`src/rtl/iob_cache_arbiter_if.sv`:
```
// iob native bundle between N_PORTS requesters, the arbiter and the cache front-end.
// The slave modport is the arbiter's view; the master modport is the environment's view.
interface iob_cache_arbiter_if #(
  parameter int N_PORTS = 2,
  parameter int ADDR_W  = 32,
  parameter int DATA_W  = 32
);
  logic [N_PORTS-1:0]            s_valid;
  logic [N_PORTS*ADDR_W-1:0]     s_addr;
  logic [N_PORTS*DATA_W-1:0]     s_wdata;
  logic [N_PORTS*DATA_W/8-1:0]   s_wstrb;
  logic [N_PORTS-1:0]            s_ready;
  logic [DATA_W-1:0]             s_rdata;
  logic                          m_valid;
  logic [ADDR_W-1:0]             m_addr;
  logic [DATA_W-1:0]             m_wdata;
  logic [DATA_W/8-1:0]           m_wstrb;
  logic                          m_ready;
  logic [DATA_W-1:0]             m_rdata;

  modport slave (
    input  s_valid, s_addr, s_wdata, s_wstrb, m_ready, m_rdata,
    output s_ready, s_rdata, m_valid, m_addr, m_wdata, m_wstrb
  );

  modport master (
    output s_valid, s_addr, s_wdata, s_wstrb, m_ready, m_rdata,
    input  s_ready, s_rdata, m_valid, m_addr, m_wdata, m_wstrb
  );
endinterface

```
`src/rtl/iob_cache_arbiter.sv`:
```
// Shares one iob native cache front-end port among N_PORTS requesters, grant locked until m_ready.
// Round-robin by default; define IOB_CACHE_ARB_FIXED_PRIO_EN for lowest-index-wins priority.
module iob_cache_arbiter #(
  parameter int N_PORTS = 2,
  parameter int ADDR_W  = 32,
  parameter int DATA_W  = 32,
  parameter int ID_W    = (N_PORTS > 1) ? $clog2(N_PORTS) : 1
) (
  input  logic               clk,
  input  logic               resetn,
  iob_cache_arbiter_if.slave bus,
  output logic [ID_W-1:0]    grant_id,
  output logic               busy
);
  localparam int STRB_W = DATA_W / 8;

  typedef enum logic {IDLE, BUSY} state_t;

  state_t          state_q, state_d;
  logic [ID_W-1:0] grant_id_q, grant_id_d;
  logic [ID_W-1:0] pick;
  logic            found;
  logic            fire;

  logic [N_PORTS-1:0][ADDR_W-1:0] addr_a;
  logic [N_PORTS-1:0][DATA_W-1:0] wdata_a;
  logic [N_PORTS-1:0][STRB_W-1:0] wstrb_a;

  assign addr_a  = bus.s_addr;
  assign wdata_a = bus.s_wdata;
  assign wstrb_a = bus.s_wstrb;

  assign fire = (state_q == BUSY) && bus.m_ready;

`ifdef IOB_CACHE_ARB_FIXED_PRIO_EN
  always_comb begin
    pick  = '0;
    found = 1'b0;
    for (int i = 0; i < N_PORTS; i++) begin
      if (!found && bus.s_valid[i]) begin
        found = 1'b1;
        pick  = ID_W'(i);
      end
    end
  end
`else
  logic [ID_W-1:0] rr_ptr_q, rr_ptr_d;

  // First pass covers ports at or above the pointer, second pass the wrapped-around ones.
  always_comb begin
    pick  = '0;
    found = 1'b0;
    for (int i = 0; i < N_PORTS; i++) begin
      if (!found && bus.s_valid[i] && (ID_W'(i) >= rr_ptr_q)) begin
        found = 1'b1;
        pick  = ID_W'(i);
      end
    end
    for (int i = 0; i < N_PORTS; i++) begin
      if (!found && bus.s_valid[i]) begin
        found = 1'b1;
        pick  = ID_W'(i);
      end
    end
  end

  always_comb begin
    rr_ptr_d = rr_ptr_q;
    if (fire)
      rr_ptr_d = (grant_id_q == ID_W'(N_PORTS - 1)) ? '0 : grant_id_q + ID_W'(1);
  end

  always_ff @(posedge clk or negedge resetn) begin
    if (!resetn) rr_ptr_q <= '0;
    else         rr_ptr_q <= rr_ptr_d;
  end
`endif

  always_comb begin
    state_d    = state_q;
    grant_id_d = grant_id_q;
    case (state_q)
      IDLE: begin
        if (found) begin
          state_d    = BUSY;
          grant_id_d = pick;
        end
      end
      BUSY: begin
        if (bus.m_ready) state_d = IDLE;
      end
      default: state_d = IDLE;
    endcase
  end

  always_ff @(posedge clk or negedge resetn) begin
    if (!resetn) begin
      state_q    <= IDLE;
      grant_id_q <= '0;
    end else begin
      state_q    <= state_d;
      grant_id_q <= grant_id_d;
    end
  end

  assign bus.m_valid = (state_q == BUSY);
  assign busy        = (state_q == BUSY);
  assign grant_id    = grant_id_q;
  assign bus.m_addr  = addr_a[grant_id_q];
  assign bus.m_wdata = wdata_a[grant_id_q];
  assign bus.m_wstrb = wstrb_a[grant_id_q];
  assign bus.s_rdata = bus.m_rdata;

  for (genvar i = 0; i < N_PORTS; i++) begin : g_ready
    assign bus.s_ready[i] = fire && (grant_id_q == ID_W'(i));
  end
endmodule
```
`src/flat_wrapper.sv`:
```
// flat-port wrapper written by rule: the top's interface ports become plain ports
module iob_cache_arbiter_flat 
#(
  parameter int N_PORTS = 2,
  parameter int ADDR_W  = 32,
  parameter int DATA_W  = 32,
  parameter int ID_W    = (N_PORTS > 1) ? $clog2(N_PORTS) : 1
)
  (clk, resetn, grant_id, busy, bus_s_valid, bus_s_addr, bus_s_wdata, bus_s_wstrb, bus_m_ready, bus_m_rdata, bus_s_ready, bus_s_rdata, bus_m_valid, bus_m_addr, bus_m_wdata, bus_m_wstrb);
  iob_cache_arbiter_if #(.N_PORTS(N_PORTS), .ADDR_W(ADDR_W), .DATA_W(DATA_W)) bus_i ();
  input  logic clk;
  input  logic resetn;
  output logic [ID_W-1:0] grant_id;
  output logic busy;
  input wire logic [$bits(bus_i.s_valid)-1:0] bus_s_valid;
  input wire logic [$bits(bus_i.s_addr)-1:0] bus_s_addr;
  input wire logic [$bits(bus_i.s_wdata)-1:0] bus_s_wdata;
  input wire logic [$bits(bus_i.s_wstrb)-1:0] bus_s_wstrb;
  input wire logic [$bits(bus_i.m_ready)-1:0] bus_m_ready;
  input wire logic [$bits(bus_i.m_rdata)-1:0] bus_m_rdata;
  output wire logic [$bits(bus_i.s_ready)-1:0] bus_s_ready;
  output wire logic [$bits(bus_i.s_rdata)-1:0] bus_s_rdata;
  output wire logic [$bits(bus_i.m_valid)-1:0] bus_m_valid;
  output wire logic [$bits(bus_i.m_addr)-1:0] bus_m_addr;
  output wire logic [$bits(bus_i.m_wdata)-1:0] bus_m_wdata;
  output wire logic [$bits(bus_i.m_wstrb)-1:0] bus_m_wstrb;
  assign bus_i.s_valid = bus_s_valid;
  assign bus_i.s_addr = bus_s_addr;
  assign bus_i.s_wdata = bus_s_wdata;
  assign bus_i.s_wstrb = bus_s_wstrb;
  assign bus_i.m_ready = bus_m_ready;
  assign bus_i.m_rdata = bus_m_rdata;
  assign bus_s_ready = bus_i.s_ready;
  assign bus_s_rdata = bus_i.s_rdata;
  assign bus_m_valid = bus_i.m_valid;
  assign bus_m_addr = bus_i.m_addr;
  assign bus_m_wdata = bus_i.m_wdata;
  assign bus_m_wstrb = bus_i.m_wstrb;
  iob_cache_arbiter #(.N_PORTS(N_PORTS), .ADDR_W(ADDR_W), .DATA_W(DATA_W), .ID_W(ID_W)) u_core (.clk(clk), .resetn(resetn), .bus(bus_i), .grant_id(grant_id), .busy(busy));
endmodule
```
`config.mk`:
```
export PLATFORM = sky130hd
export DESIGN_NAME = iob_cache_arbiter_flat
export DESIGN_NICKNAME = d
export VERILOG_FILES = /design/src/rtl/iob_cache_arbiter_if.sv /design/src/rtl/iob_cache_arbiter.sv /design/src/flat_wrapper.sv
export SDC_FILE = /design/constraint.sdc
export NUM_CORES = 1
export LEC_CHECK = 0
export ABC_AREA = 1
export CORE_AREA = 2 2 108 110
export DETAILED_ROUTE_END_ITERATION = 7
export DIE_AREA = 0 0 110 112
export PLACE_DENSITY_LB_ADDON = 0.25
export SLEW_MARGIN = 15
export SYNTH_ARGS = -nofsm -noshare
export SYNTH_HDL_FRONTEND = slang
export SYNTH_SLANG_ARGS = --single-unit
export TNS_END_PERCENT = 100
```
`constraint.sdc`:
```
create_clock -name clk -period 1.4 [get_ports clk]
set_clock_uncertainty 0.05 [all_clocks]
set_input_delay 0.35 -clock clk [delete_from_list [all_inputs] [get_ports clk]]
set_output_delay 0.35 -clock clk [all_outputs]
set_load 0.03 [all_outputs]
```
# Word level (Yosys, flattened, before mapping)
# Cells that the tools add are included.
[classes]
div = 0
muxes = 17
n_shift = 0
n_eq_ne = 0
bitwise_logic = 2
addsub = 1
n_reduce_logical = 12
order_cmp = 3
multipliers = 0
[op_table]
columns = ["operator", "n"]
rows = [
  ["32-bit two-way mux", 4],
  ["1-bit two-way mux", 10],
  ["1-bit logical AND", 8],
  ["4-bit two-way mux", 2],
  ["1-bit zero test", 3],
  ["1-bit greater-or-equal comparator, first input constant", 2],
  ["1-bit by 2-bit less-than comparator with 1-bit output, second input constant", 1],
  ["1-bit NOT", 2],
  ["1-bit case mux with 2 select lines", 1],
  ["2-bit AND reduction", 1],
  ["1-bit adder, second input constant", 1],
]
[word_totals]
rom_bits = 0
latch_bits = 0
output_inout_bits = 105
ramBits = 0
ff_bits = 3
in_bits = 173
n_memories = 0
word_cells = 38

# Longest topological paths before layout
[depth]
depth_word = 15
mapped_depth = 6
depth_no_buf = 4

# Worst setup path before layout
# No wires, ideal clock.
[synth_timing]
path_type = "reg2out"
startpoint = "register u_core.grant_id_q, in the netlist u_core.grant_id"
endpoint = "output bus_s_ready[1]"
required_ps = 1000
n_path_buf = 2
setup_slack_ps = -314
path_stages_with_launch = 5
t_arrival_ps = 1314
path_cell_list = "dfrtp_1 > buf_4 > inv_2 > buf_6 > nor2_1"
[synth_via]
elab_chain_cells = 1
[synth_rtl]
columns = ["element", "line", "text"]
rows = [
  ["from (decl)", "iob_cache_arbiter.sv:20", "logic [ID_W-1:0] grant_id_q, grant_id_d;"],
  ["from (signal assigned)", "iob_cache_arbiter.sv:102", "grant_id_q <= grant_id_d;"],
  ["1-bit logical AND", "iob_cache_arbiter.sv:115", "assign bus.s_ready[i] = fire && (grant_id_q == ID_W'(i));"],
  ["to (decl)", "flat_wrapper.sv:21", "output wire logic [$bits(bus_i.s_ready)-1:0] bus_s_ready;"],
]
# Every way passes these cells.

# Final worst setup path
[layout_timing]
startpoint = "register u_core.grant_id_q, in the netlist u_core.grant_id"
endpoint = "output bus_m_wdata[13]"
[layout_via]
elab_chain_cells = 2
[layout_rtl]
columns = ["element", "line", "text"]
rows = [
  ["32-bit two-way mux (not written as such) (2 in series)", "iob_cache_arbiter.sv:110", "assign bus.m_wdata = wdata_a[grant_id_q];"],
  ["to (decl)", "flat_wrapper.sv:25", "output wire logic [$bits(bus_i.m_wdata)-1:0] bus_m_wdata;"],
]
# Every way passes these cells. The select of a mux whose other input is x is not followed.

==> flow_summary.toml <==
[clock_network]
path_clk_slew_ns = 0.03
cts_root_buf = "clkbuf_16"
clk_latency_ns = 0.22
clock_sinks = 3
clk_path_buf_depth = 2
cts_buffers = 3
cts_tree = "built"
htreeDepth = 1
ctsHoldBuffers = 0

[placement]
portBuffers = 213
hpwl_um = 5707
place_congestion = 0.7160

[status]
status = "complete, but fails checks"
violations = "negative setup slack"

[sta]
hold_viol_final = 0
max_freq_mhz = 588.6
tightest_slew_ns = 0.1891
min_period_ns = 1.699
slew_headroom = 0.8726
rsz0062_at_grt = "true"
post-route-period-util = 1.214
finalSetupViolations = 71
layout_setup_ws_ns = -0.2990
drv_slew = 0

[synth]
syn_nets = 441
ys_seq_area_frac = 0.06091
synthCells = 268
yosysUniqueCellTypes = 11
yosys.area.top_type = "nand2_1"
syn_area_per_cell_um2 = 4.599
yosys_warnings = 0
synth.area.top_cells = "nand2_1, buf_4, dfrtp_1"
synth_top_area_share = 0.6335
netlist_area_mm2 = 0.001232
synth-seq-cells = 3

[power_and_ir_drop]
cellLeakagePower_nw = 2.213
finalPower_mw = 8.819
power_frac_seq = 0.019
vdd_drop_max_mv = 0.8239
netSwitchingFraction = 0.5128
p_per_area_mw_per_mm2 = 1842
clock_power_share = 0.052
p_sw_mw = 4.522
combPwrFrac = 0.930
internal_power_mw = 4.297

[floorplanning]
dieWidth_um = 110
die_h_um = 112
num_rows = 39
ios = 278
die-area_mm2 = 0.01232
core_mm2 = 0.01117
initial_core_util = 0.1103

[job]
maxCapViolCount = 0

[final_layout]
fill_cells = 1073
layout-drive-gt1-share = 0.6000
antennaDiodeCount = 0
layout.nets = 634
area_growth_pct = 288.4
final_util = 0.4284

[critical_path]
critical_path_buf_inv_count = 4
worstPathCellList = "clkinv_4 -> buf_12 -> buf_16 -> nand2_2 -> nand2_4 -> buf_6"
crit_path_top_delay_cell = "dfrtp_2"
end_kind = "output pin"
worstRegToRegCells = 6
worstSetupPathType = "register to output pin"
arrival_ns = 1.30
crit_fanout = 7
cp_slowest_stage_delay_ns = 0.44
r2r_slack_ns = 0.19
rr_endpoint = "u_core.rr_ptr_q$_DFFE_PN0P_"
cp_top_family = "buffers and inverters"
worstPathRequired_ns = 1.00
worst-path-stages = 6
r2r-start = "u_core.grant_id$_DFFE_PN0P_"
cp-start-kind = "register"

[drt]
via_per_inst = 3.859
detail_route.first_pass.iterations = 4
dr.first_iter.drc_count = 44
vias = 2327
wl_per_cell_um = 14.01
ant_nets = 0
wirelength_um = 8451
drc = 0

[grt]
grt_max_degree = 17
antenna_found_initial = 0
grt_overflow = 0
grt_first_pass_wirelength_um = 12400
first_global_vias = 2462
track_usage = 0.1301

[min_path]
min_path_type = "input pin to async pin"
==> final cells by class <==
class | count | area [um2] | area share
sequential | 3 | 76.32 | 0.01594
tap | 143 | 178.9 | 0.03738
multi-input combinational | 214 | 1732 | 0.3617
inverter | 3 | 16.27 | 0.003398
clock buffer | 4 | 78.83 | 0.01647
timing repair buffer | 236 | 2705 | 0.5651
==> layout by cell type, fill, tap and decap left out <==
cell	instances
o21ai_0	2
dfrtp_2	1
nand2_4	95
nand3_1	1
nor2_4	2
inv_1	2
clkbuf_16	3
buf_16	10
clkbuf_1	1
buf_4	6
nand2_1	35
dfrtp_1	2
buf_6	70
clkdlybuf4s50_1	140
clkinv_4	1
a21oi_1	1
buf_12	9
nand2_2	78
buf_8	1
==> repair_timing <==
| action | 4_1_cts | 5_1_grt |
|---|---|---|
| gates cloned | 10 | 0 |
| pin swaps | 1 | 2 |
| setup buffers | 6 | 0 |
| resized for setup | 182 | 36 |
| hold endpoints to repair | 0 | 0 |
| setup endpoints to repair | 71 | 71 |
==> power groups by stage <==
| stage | clock (mW) | combinational [mW] | sequential (mW) |
|---|---|---|---|
| 4_1_cts | 0.461 | 8.11 | 0.166 |
| 6_report | 0.455 | 8.20 | 0.165 |
| 2_1_floorplan | 0 | 3.88 | 0.185 |
| 5_1_grt | 0.469 | 8.67 | 0.169 |
| 3_5_place_dp | 0 | 5.79 | 0.170 |
| 3_3_place_gp | 0 | 5.76 | 0.168 |
==> through the flow <==
step                      worst slack, ns  cell area (um2)  cells  TNS, ns  hold slack [ns]
after floorplan                   -0.1025             1749    268   -3.221         0.004409
after global placement            -0.2401             3660    583   -7.615           0.4653
after detailed placement          -0.2495             3660    583   -7.944           0.4711
after CTS                         -0.3005             4644    603   -19.99           0.2597
after global routing              -0.3411             4787    603   -23.02           0.2820
final                             -0.2990             4787    603   -19.62           0.2601
==> sequential cells by signal, indices dropped and copies added (netlist names) <==
register and flops:
u_core.bus.m_valid 1, u_core.grant_id 1, u_core.rr_ptr_q 1
==> per-layer routing <==
layer  track usage  wire (um)
met3       0.04450       1156
met4       0.02110         61
met5             0          0
met1        0.1411       2993
met2        0.2425       4238
==> worst reg2reg max path, delay by kind of cell, from the launching register on <==
kind / cells / cell delay, ns
buffers and inverters: 4 / 0.51
DFF: 1 / 0.41
and+or+nand+nor: 1 / 0.10
AOI/OAI and AO/OA: 1 / 0.03
==> worst max-delay path by stage <==
stage	from	end
6_report	u_core.grant_id$_DFFE_PN0P_	bus_m_wdata[13]
5_1_grt	u_core.grant_id$_DFFE_PN0P_	bus_m_wdata[14]
4_1_cts	u_core.grant_id$_DFFE_PN0P_	bus_m_wdata[27]
3_5_place_dp	bus_m_ready	bus_s_ready[1]
3_3_place_gp	bus_m_ready	bus_s_ready[1]
2_1_floorplan	u_core.grant_id$_DFFE_PN0P_	bus_m_addr[0]
==> cells by family after synthesis <==
family,synth area share
and+or+nand+nor,0.6437
buffers and inverters,0.2832
DFF,0.06091
AOI/OAI and AO/OA,0.01218
==> cell usage after synthesis <==
master,number
a21oi_1,1
buf_4,34
o21ai_0,2
inv_1,2
buf_6,2
nor2_1,2
dfrtp_1,3
inv_2,1
buf_2,12
nand2_1,208
nand3_1,1
Note: power is estimated with default switching activity, not from simulation.
